===== src/rtl/ps2_kbd_tx.sv =====
// PS/2 keyboard-side transmitter: 4-deep byte FIFO feeding an 11-bit framer.
// Host inhibit aborts a frame before its stop-bit falling edge; the byte is then resent.
module ps2_kbd_tx #(
    parameter int HALF_DIV   = 512,
    parameter int GAP_HALVES = 4
) (
    input  logic       clk,
    input  logic       reset,
    input  logic [7:0] din,
    input  logic       din_valid,
    output logic       din_ready,
    input  logic       inhibit,
    output logic       ps2_clk,
    output logic       ps2_data,
    output logic       busy,
    output logic [2:0] fifo_count
);
    localparam int GAP_CYC = GAP_HALVES * HALF_DIV;
    localparam int CMAX    = (GAP_CYC > HALF_DIV) ? GAP_CYC : HALF_DIV;
    localparam int CW      = $clog2(CMAX + 1);
    localparam logic [CW-1:0] HALF_LAST = CW'(HALF_DIV - 1);
    localparam logic [CW-1:0] GAP_LAST  = CW'(GAP_CYC - 1);

    localparam logic [1:0] S_IDLE = 2'd0;
    localparam logic [1:0] S_SEND = 2'd1;
    localparam logic [1:0] S_GAP  = 2'd2;
    localparam logic [1:0] S_HOLD = 2'd3;

    logic [1:0]    state_q, state_d;
    logic [CW-1:0] cnt_q, cnt_d;
    logic [3:0]    bit_q, bit_d;
    logic          low_q, low_d;
    logic [10:0]   frame_q, frame_d;
    logic          clk_q, clk_d, data_q, data_d, busy_q, busy_d, rdy_q, rdy_d;
    logic [2:0]    count_q, count_d;
    logic [1:0]    wp_q, wp_d, rp_q, rp_d;
    logic          avail_q, avail_d;
    logic [7:0]    mem_q [4];
    logic          push, pop;

    always_comb begin
        push    = din_valid & rdy_q;
        pop     = 1'b0;
        state_d = state_q;
        cnt_d   = cnt_q;
        bit_d   = bit_q;
        low_d   = low_q;
        frame_d = frame_q;
        clk_d   = clk_q;
        data_d  = data_q;
        case (state_q)
            S_IDLE: begin
                // avail_q lags the count by one edge, giving a two-edge start latency
                if (avail_q && !inhibit) begin
                    state_d = S_SEND;
                    frame_d = {1'b1, ~^mem_q[rp_q], mem_q[rp_q], 1'b0};
                    bit_d   = 4'd0;
                    low_d   = 1'b0;
                    cnt_d   = '0;
                    clk_d   = 1'b1;
                    data_d  = 1'b0;
                end
            end
            S_SEND: begin
                if (inhibit && !(low_q && bit_q == 4'd10)) begin
                    state_d = S_HOLD;
                    cnt_d   = '0;
                    clk_d   = 1'b1;
                    data_d  = 1'b1;
                end else if (cnt_q == HALF_LAST) begin
                    cnt_d = '0;
                    if (!low_q) begin
                        low_d = 1'b1;
                        clk_d = 1'b0;
                    end else if (bit_q == 4'd10) begin
                        state_d = S_GAP;
                        pop     = 1'b1;
                        clk_d   = 1'b1;
                        data_d  = 1'b1;
                    end else begin
                        low_d   = 1'b0;
                        clk_d   = 1'b1;
                        bit_d   = bit_q + 4'd1;
                        data_d  = frame_q[1];
                        frame_d = {1'b1, frame_q[10:1]};
                    end
                end else begin
                    cnt_d = cnt_q + 1'b1;
                end
            end
            S_GAP: begin
                if (cnt_q == GAP_LAST) begin
                    state_d = S_IDLE;
                    cnt_d   = '0;
                end else begin
                    cnt_d = cnt_q + 1'b1;
                end
            end
            default: begin
                // HOLD: the quiet period restarts every time the host re-inhibits
                if (inhibit) begin
                    cnt_d = '0;
                end else if (cnt_q == GAP_LAST) begin
                    state_d = S_IDLE;
                    cnt_d   = '0;
                end else begin
                    cnt_d = cnt_q + 1'b1;
                end
            end
        endcase
        busy_d  = (state_d != S_IDLE);
        count_d = count_q + 3'(push) - 3'(pop);
        rdy_d   = (count_d < 3'd4);
        wp_d    = wp_q + 2'(push);
        rp_d    = rp_q + 2'(pop);
        avail_d = (count_q != 3'd0);
    end

    always_ff @(posedge clk or posedge reset) begin
        if (reset) begin
            state_q <= S_IDLE;
            cnt_q   <= '0;
            bit_q   <= 4'd0;
            low_q   <= 1'b0;
            frame_q <= '1;
            clk_q   <= 1'b1;
            data_q  <= 1'b1;
            busy_q  <= 1'b0;
            rdy_q   <= 1'b1;
            count_q <= 3'd0;
            wp_q    <= 2'd0;
            rp_q    <= 2'd0;
            avail_q <= 1'b0;
        end else begin
            state_q <= state_d;
            cnt_q   <= cnt_d;
            bit_q   <= bit_d;
            low_q   <= low_d;
            frame_q <= frame_d;
            clk_q   <= clk_d;
            data_q  <= data_d;
            busy_q  <= busy_d;
            rdy_q   <= rdy_d;
            count_q <= count_d;
            wp_q    <= wp_d;
            rp_q    <= rp_d;
            avail_q <= avail_d;
        end
    end

    always_ff @(posedge clk) begin
        if (push) mem_q[wp_q] <= din;
    end

    assign din_ready  = rdy_q;
    assign ps2_clk    = clk_q;
    assign ps2_data   = data_q;
    assign busy       = busy_q;
    assign fifo_count = count_q;
endmodule

===== config.mk =====
export PLATFORM = sky130hd
export DESIGN_NAME = ps2_kbd_tx
export DESIGN_NICKNAME = d
export VERILOG_FILES = /design/src/rtl/ps2_kbd_tx.sv
export SDC_FILE = /design/constraint.sdc
export NUM_CORES = 1
export LEC_CHECK = 0
export BUFFER_PORTS_ARGS = -buffer_cell sky130_fd_sc_hd__clkbuf_2
export CORE_MARGIN = 5
export CORE_UTILIZATION = 45
export DETAILED_ROUTE_END_ITERATION = 8
export GPL_ROUTABILITY_DRIVEN = 1
export GPL_TIMING_DRIVEN = 0
export SETUP_SLACK_MARGIN = 0.4
export SYNTH_ARGS = -nofsm -noshare
export SYNTH_HDL_FRONTEND = slang
export SYNTH_SLANG_ARGS = --single-unit

===== constraint.sdc =====
create_clock -name clk -period 2.74 [get_ports clk]
set_clock_uncertainty 0.05 [all_clocks]
set_input_delay 0.274 -clock clk [delete_from_list [all_inputs] [get_ports clk]]
set_output_delay 0.274 -clock clk [all_outputs]
set_load 0.02 [all_outputs]

# ---- Word level (Yosys, flattened, before mapping)
# Memory sizes are Yosys's and may differ from the RTL's.
# Cells that the tools add are included.
# W data, S select, Z words.
dict set report word_totals {
  regBits 42
  ram_bits 32
  in_bits 12
  output_inout_bits 7
  n_memories 1
}
dict set report op_classes {
  n_addsub 6
  n_lt_le_gt_ge 1
  n_eq_ne 12
  mux 48
  bitwise 1
  n_reduce_logical 14
}
# name words word_bits rd rd_clocked_by_memory_dff write_ports line
set memory_table {}
lappend memory_table {mem_q 4 8 1 0 1 38} ;# logic [7:0] mem_q [4];
# operator n
set op_table {}
lappend op_table {{$mux W12} 5}
lappend op_table {{$mux W11} 5}
lappend op_table {{$pmux W12 S3} 1}
lappend op_table {{$pmux W11 S2} 1}
lappend op_table {{$mux W4} 5}
lappend op_table {{$mux W1} 19}
lappend op_table {{$mux W2} 7}
lappend op_table {{$add A12 B1 Y12 const B} 1}
lappend op_table {{$eq A12 B11 Y1 const B} 1}
lappend op_table {{$eq A12 B9 Y1 const B} 1}
lappend op_table {{$ne A2 B2 Y1 const B} 5}
lappend op_table {{$pmux W4 S2} 1}
lappend op_table {{$reduce_and A4 Y1} 2}
lappend op_table {{$reduce_xnor A8 Y1} 1}
lappend op_table {{$ne A3 B3 Y1 const B} 2}
lappend op_table {{$pmux W1 S2} 3}
lappend op_table {{$pmux W2 S3} 1}
lappend op_table {{$reduce_and A6 Y1} 1}
lappend op_table {{$add A2 B1 Y2} 2}
lappend op_table {{$add A4 B1 Y4 const B} 1}
lappend op_table {{$eq A4 B4 Y1 const B} 1}
lappend op_table {{$reduce_bool A2 Y1} 2}
lappend op_table {{$add A3 B1 Y3} 1}
lappend op_table {{$logic_and A1 B1 Y1} 3}
lappend op_table {{other kinds (9)} 10}

# ---- Logic depth before layout (Yosys ltp)
dict set report depth {
  depth_word 8
  ltp_mapped 12
}

# ---- Worst setup path after synthesis
# No wires, ideal clock.
dict set report synth_path {
  path_type {register to register}
  from {register cnt_q[0]}
  to {register count_q[2], in the netlist fifo_count[2]}
  setup_ns 0.121
  t_arrival_ns 2.822
  t_required_ns 2.569
  path_slack_ns -0.254
  path_stages_with_launch 13
  path_buffers 1
  period_less_slack_ns 2.994
  cell_sequence {dfrtp_1 > ha_1 > nand2b_1 > or4_1 > buf_2 > nor3_1 > xnor2_1 > ha_1 > inv_1 > fa_1 > xnor2_1 > xor2_1 > inv_1}
}
dict set report synth_via {
  elab_chain_cells 5
}
# item line
set synth_rtl {}
lappend synth_rtl {{start, declared} 30} ;# logic [CW-1:0] cnt_q, cnt_d;
lappend synth_rtl {{start signal, assigned} 136} ;# cnt_q <= cnt_d;
lappend synth_rtl {{$eq A12 B9 Y1} 70} ;# end else if (cnt_q == HALF_LAST) begin
lappend synth_rtl {{$mux W1} 70}
lappend synth_rtl {{$mux W1} 65} ;# if (inhibit && !(low_q && bit_q == 4'd10)) begin
lappend synth_rtl {{$mux W1} 51} ;# case (state_q)
lappend synth_rtl {{$sub A3 B1 Y3} 112} ;# count_d = count_q + 3'(push) - 3'(pop);
lappend synth_rtl {{net count_d[2]} 35} ;# logic [2:0] count_q, count_d;
lappend synth_rtl {{end signal, assigned} 144} ;# count_q <= count_d;
lappend synth_rtl {{end, declared} 35}
# The timed path passes the listed nets, and every way through them passes these cells.
# A chain may end at the register's enable or synchronous reset.

# ---- Worst setup path after layout
# Ends and elaborated chain as after synthesis.

==> impl_metrics.yaml <==
route:
  via_per_inst: 5.41
  wl_um: 6640
  route.detailed.drc: 0
  drtIter0Drc: 96
  wl_per_cell_um: 16.0
  ant_nets: 0
  route.vias.total: 2240
  dr.pass1.iters: 4
setup_path:
  critPathTopFamily: "adder cells"
  worstSetupStartpointType: "register"
  critPathRequiredTime_ps: 2930
  crit_slowest_cell: "or4_4"
  crit_chain: "ha_4 > nand2b_4 > or4_4 > buf_6 > nor3_4 > xnor2_1 > ha_2 > inv_2 > fa_2 > xnor2_2 > xor2_1 > inv_1"
  r2r_start: "cnt_q[0]"
  slowest_delay_ps: 500
  rrSetupSlack_ps: 10
  critPathLaunch: "cnt_q[0]"
  endpoint_kind: "register"
  path_max_fanout: 2
  ff2ff_path_depth: 12
  crit_buf_inv: 3
  reg2reg_to: "fifo_count[2]"
  path_class: "register to register"
  cp.arrival_ps: 2920
synthesis:
  seq_area_frac_synth_pct: 59.6
  synth-async-reset-ratio_pct: 55.6
  syn-num-nets: 283
  ys_warn_count: 0
  synthFlopType: "edfxtp_1"
  avgSynthCellArea_um2: 12.5
  ys_ff_latch: 72
  synth_edf_count: 32
  synth_cell_types: 49
  synthCells: 265
  netlist_area_mm2: 0.00332
clock_tree:
  cts_num_sinks: 72
  clk_path_buf_depth: 2
  cts_root_buf: "clkbuf_8"
  clk_latency_ps: 350
  tritoncts: "built"
  cts.reportedPaths.clkPinSlew_ps: 90
  cts_max_level: 3
  cts_buffers: 9
sta:
  setup_tns_ps: 0
  period_share_pct: 99.6
  slew_headroom_pct: 11.6
  setup_viol: 0
  layout_setup_ws_ps: 12.3
  max_freq_mhz: 367
  grt_setup_unrepaired: "true"
  hold_viol: 0
  drv_slew: 0
  finalCriticalPeriod_ps: 2730
  tightest_slew_ps: 1320
pwr:
  powerDensity_mw_per_mm2: 497
  p_leak_nw: 1.56
  ir_drop_v: 0.000324
floorplanning:
  initial_core_util_pct: 46.0
  placementRows: 31
  die_w_um: 95.9
  dieArea_mm2: 0.00919
  ioPinCount: 19
  die_h_um: 95.9
  core_area_mm2: 0.00721
finish:
  drive_gt1_share_pct: 31.7
  fin_nets: 328
  diodes: 0
  area_growth_pct: 19.8
global_route:
  grt_pass1_wl_um: 10800
  grt_usage_pct: 15.7
  grt_pass1_vias: 2224
  grt_overflow: 0
  antenna_found_initial: 0
  grt_start_max_net_pins: 41
placed_design:
  dpl_worst_slack_ps: -183
  place_hpwl_um: 4130
  gp_congestion: 0.759
  numPortBuffers: 17
worst_hold_path:
  hold_class: "input port to async pin"
flow_run:
  cap_viol_max_count: 0
run_status:
  status: "completed"
[sequential cells by signal, summed over array words and instances (netlist names)]
signal      flops
rp_q            2
din_ready       1
low_q           1
frame_q         9
ps2_data        1
mem_q          32
busy            1
fifo_count      3
bit_q           4
avail_q         1
state_q         2
cnt_q          12
ps2_clk         1
wp_q            2
[placed cells by master (no fill, tap or decap), drive strengths merged, types with 8 or more instances in the layout]
master / count
edfxtp: 32
clkbuf: 31
dfrtp: 28
o21ai: 25
buf: 21
nor2: 16
nand2: 15
inv: 15
xnor2: 13
dfstp: 12
mux2i: 9
mux4: 8
nand3: 8
a21oi: 8
[repair_timing]
action	4_1_cts	5_1_grt
endpoints found under the hold margin	0	0
pin swaps	11	4
gates resized for setup	7	14
endpoints found under the setup margin	11	22
hold buffers	0	0
setup buffers	10	6
[metrics by stage]
| step | utilization, % | cell area (µm²) | power (mW) | cells | hold WS (ps) |
|---|---|---|---|---|---|
| 6_report | 55.1 | 3980 | 1.98 | 414 | 28.7 |
| 2_1_floorplan | - | 3380 | 1.17 | 265 | 323 |
| 3_3_place_gp | 49.7 | 3580 | 1.18 | 381 | 418 |
| 4_1_cts | 53.6 | 3870 | 2.00 | 407 | 45.9 |
| 5_1_grt | 55.1 | 3980 | 2.06 | 414 | 51.6 |
| 3_5_place_dp | 49.7 | 3580 | 1.18 | 381 | 412 |
[worst max-delay path by stage]
stage                     cells after the start       endpoint
after floorplan                              11  fifo_count[2]
after global placement                       12  fifo_count[2]
after detailed placement                     12  fifo_count[2]
after CTS                                    12  fifo_count[2]
after global routing                         12  fifo_count[2]
final                                        12  fifo_count[2]
[per-layer routing]
layer  GRT usage [%]  vias to the layer above  share of wire [%]
met1            19.8                     1114                 45
met5               0                        -                  0
met2            25.3                       33                 49
li1                -                     1085                  -
met4            5.21                        0                1.6
met3            5.24                        8                3.7
[power breakdown]
group          leakage, nW  internal [mW]  total, mW  switching [mW]
clock network       0.0991          0.356      0.817           0.461
logic                0.730        0.00749     0.0316          0.0242
registers            0.732           1.13       1.13               0
[area by class of cell]
type	count	area [µm²]
Sequential cell	72	1980
Clock buffer	9	124
Buffer	9	45.0
Multi-Input combinational cell	175	1390
Fill cell	641	3240
Timing Repair Buffer	34	210
Inverter	9	33.8
Tap cell	99	124
Clock inverter	7	66.3
[worst reg2reg max path, delay by kind of cell (launching register included)]
family,cells,cell delay [ps]
xor gates and xnor gates,3,520
adders and majority gates,3,710
buffers and inverters,3,240
DFF,1,410
and+or+nand+nor,3,690
[logic make-up (layout without fill, tap and decap cells)]
family	count (synthesis)	in the layout	share of synthesized area [%]
and+or+nand+nor	75	75	11.9
DFF	72	72	59.6
AOI/OAI and AO/OA	58	58	10.7
xor gates and xnor gates	19	19	5.01
buffers and inverters	18	68	2.11
muxes	17	17	8.14
adders and majority gates	6	6	2.49
[cell usage after synthesis, types with 2 or more instances]
master	instances	area, µm²
inv_1	9	33.8
nand4_1	3	18.8
nor2_1	16	60.1
clkbuf_1	6	22.5
a31oi_1	5	31.3
nor4_1	4	25.0
nor2b_1	4	25.0
buf_2	2	10.0
dfstp_2	12	315
xor2_1	6	52.6
nand2b_1	3	18.8
ha_1	5	62.6
mux2i_1	9	90.1
a21o_1	3	22.5
or4_1	3	22.5
o31ai_1	5	37.5
xnor2_1	13	114
nand2_1	15	56.3
a21oi_1	8	40.0
o21ai_0	24	120
mux4_2	8	180
nor3b_1	2	15.0
nor3_1	6	30.0
dfrtp_1	28	701
nand4b_1	2	17.5
and3_1	4	25.0
edfxtp_1	32	961
nand3_1	7	35.0
Power figures use the tool's default switching activity.
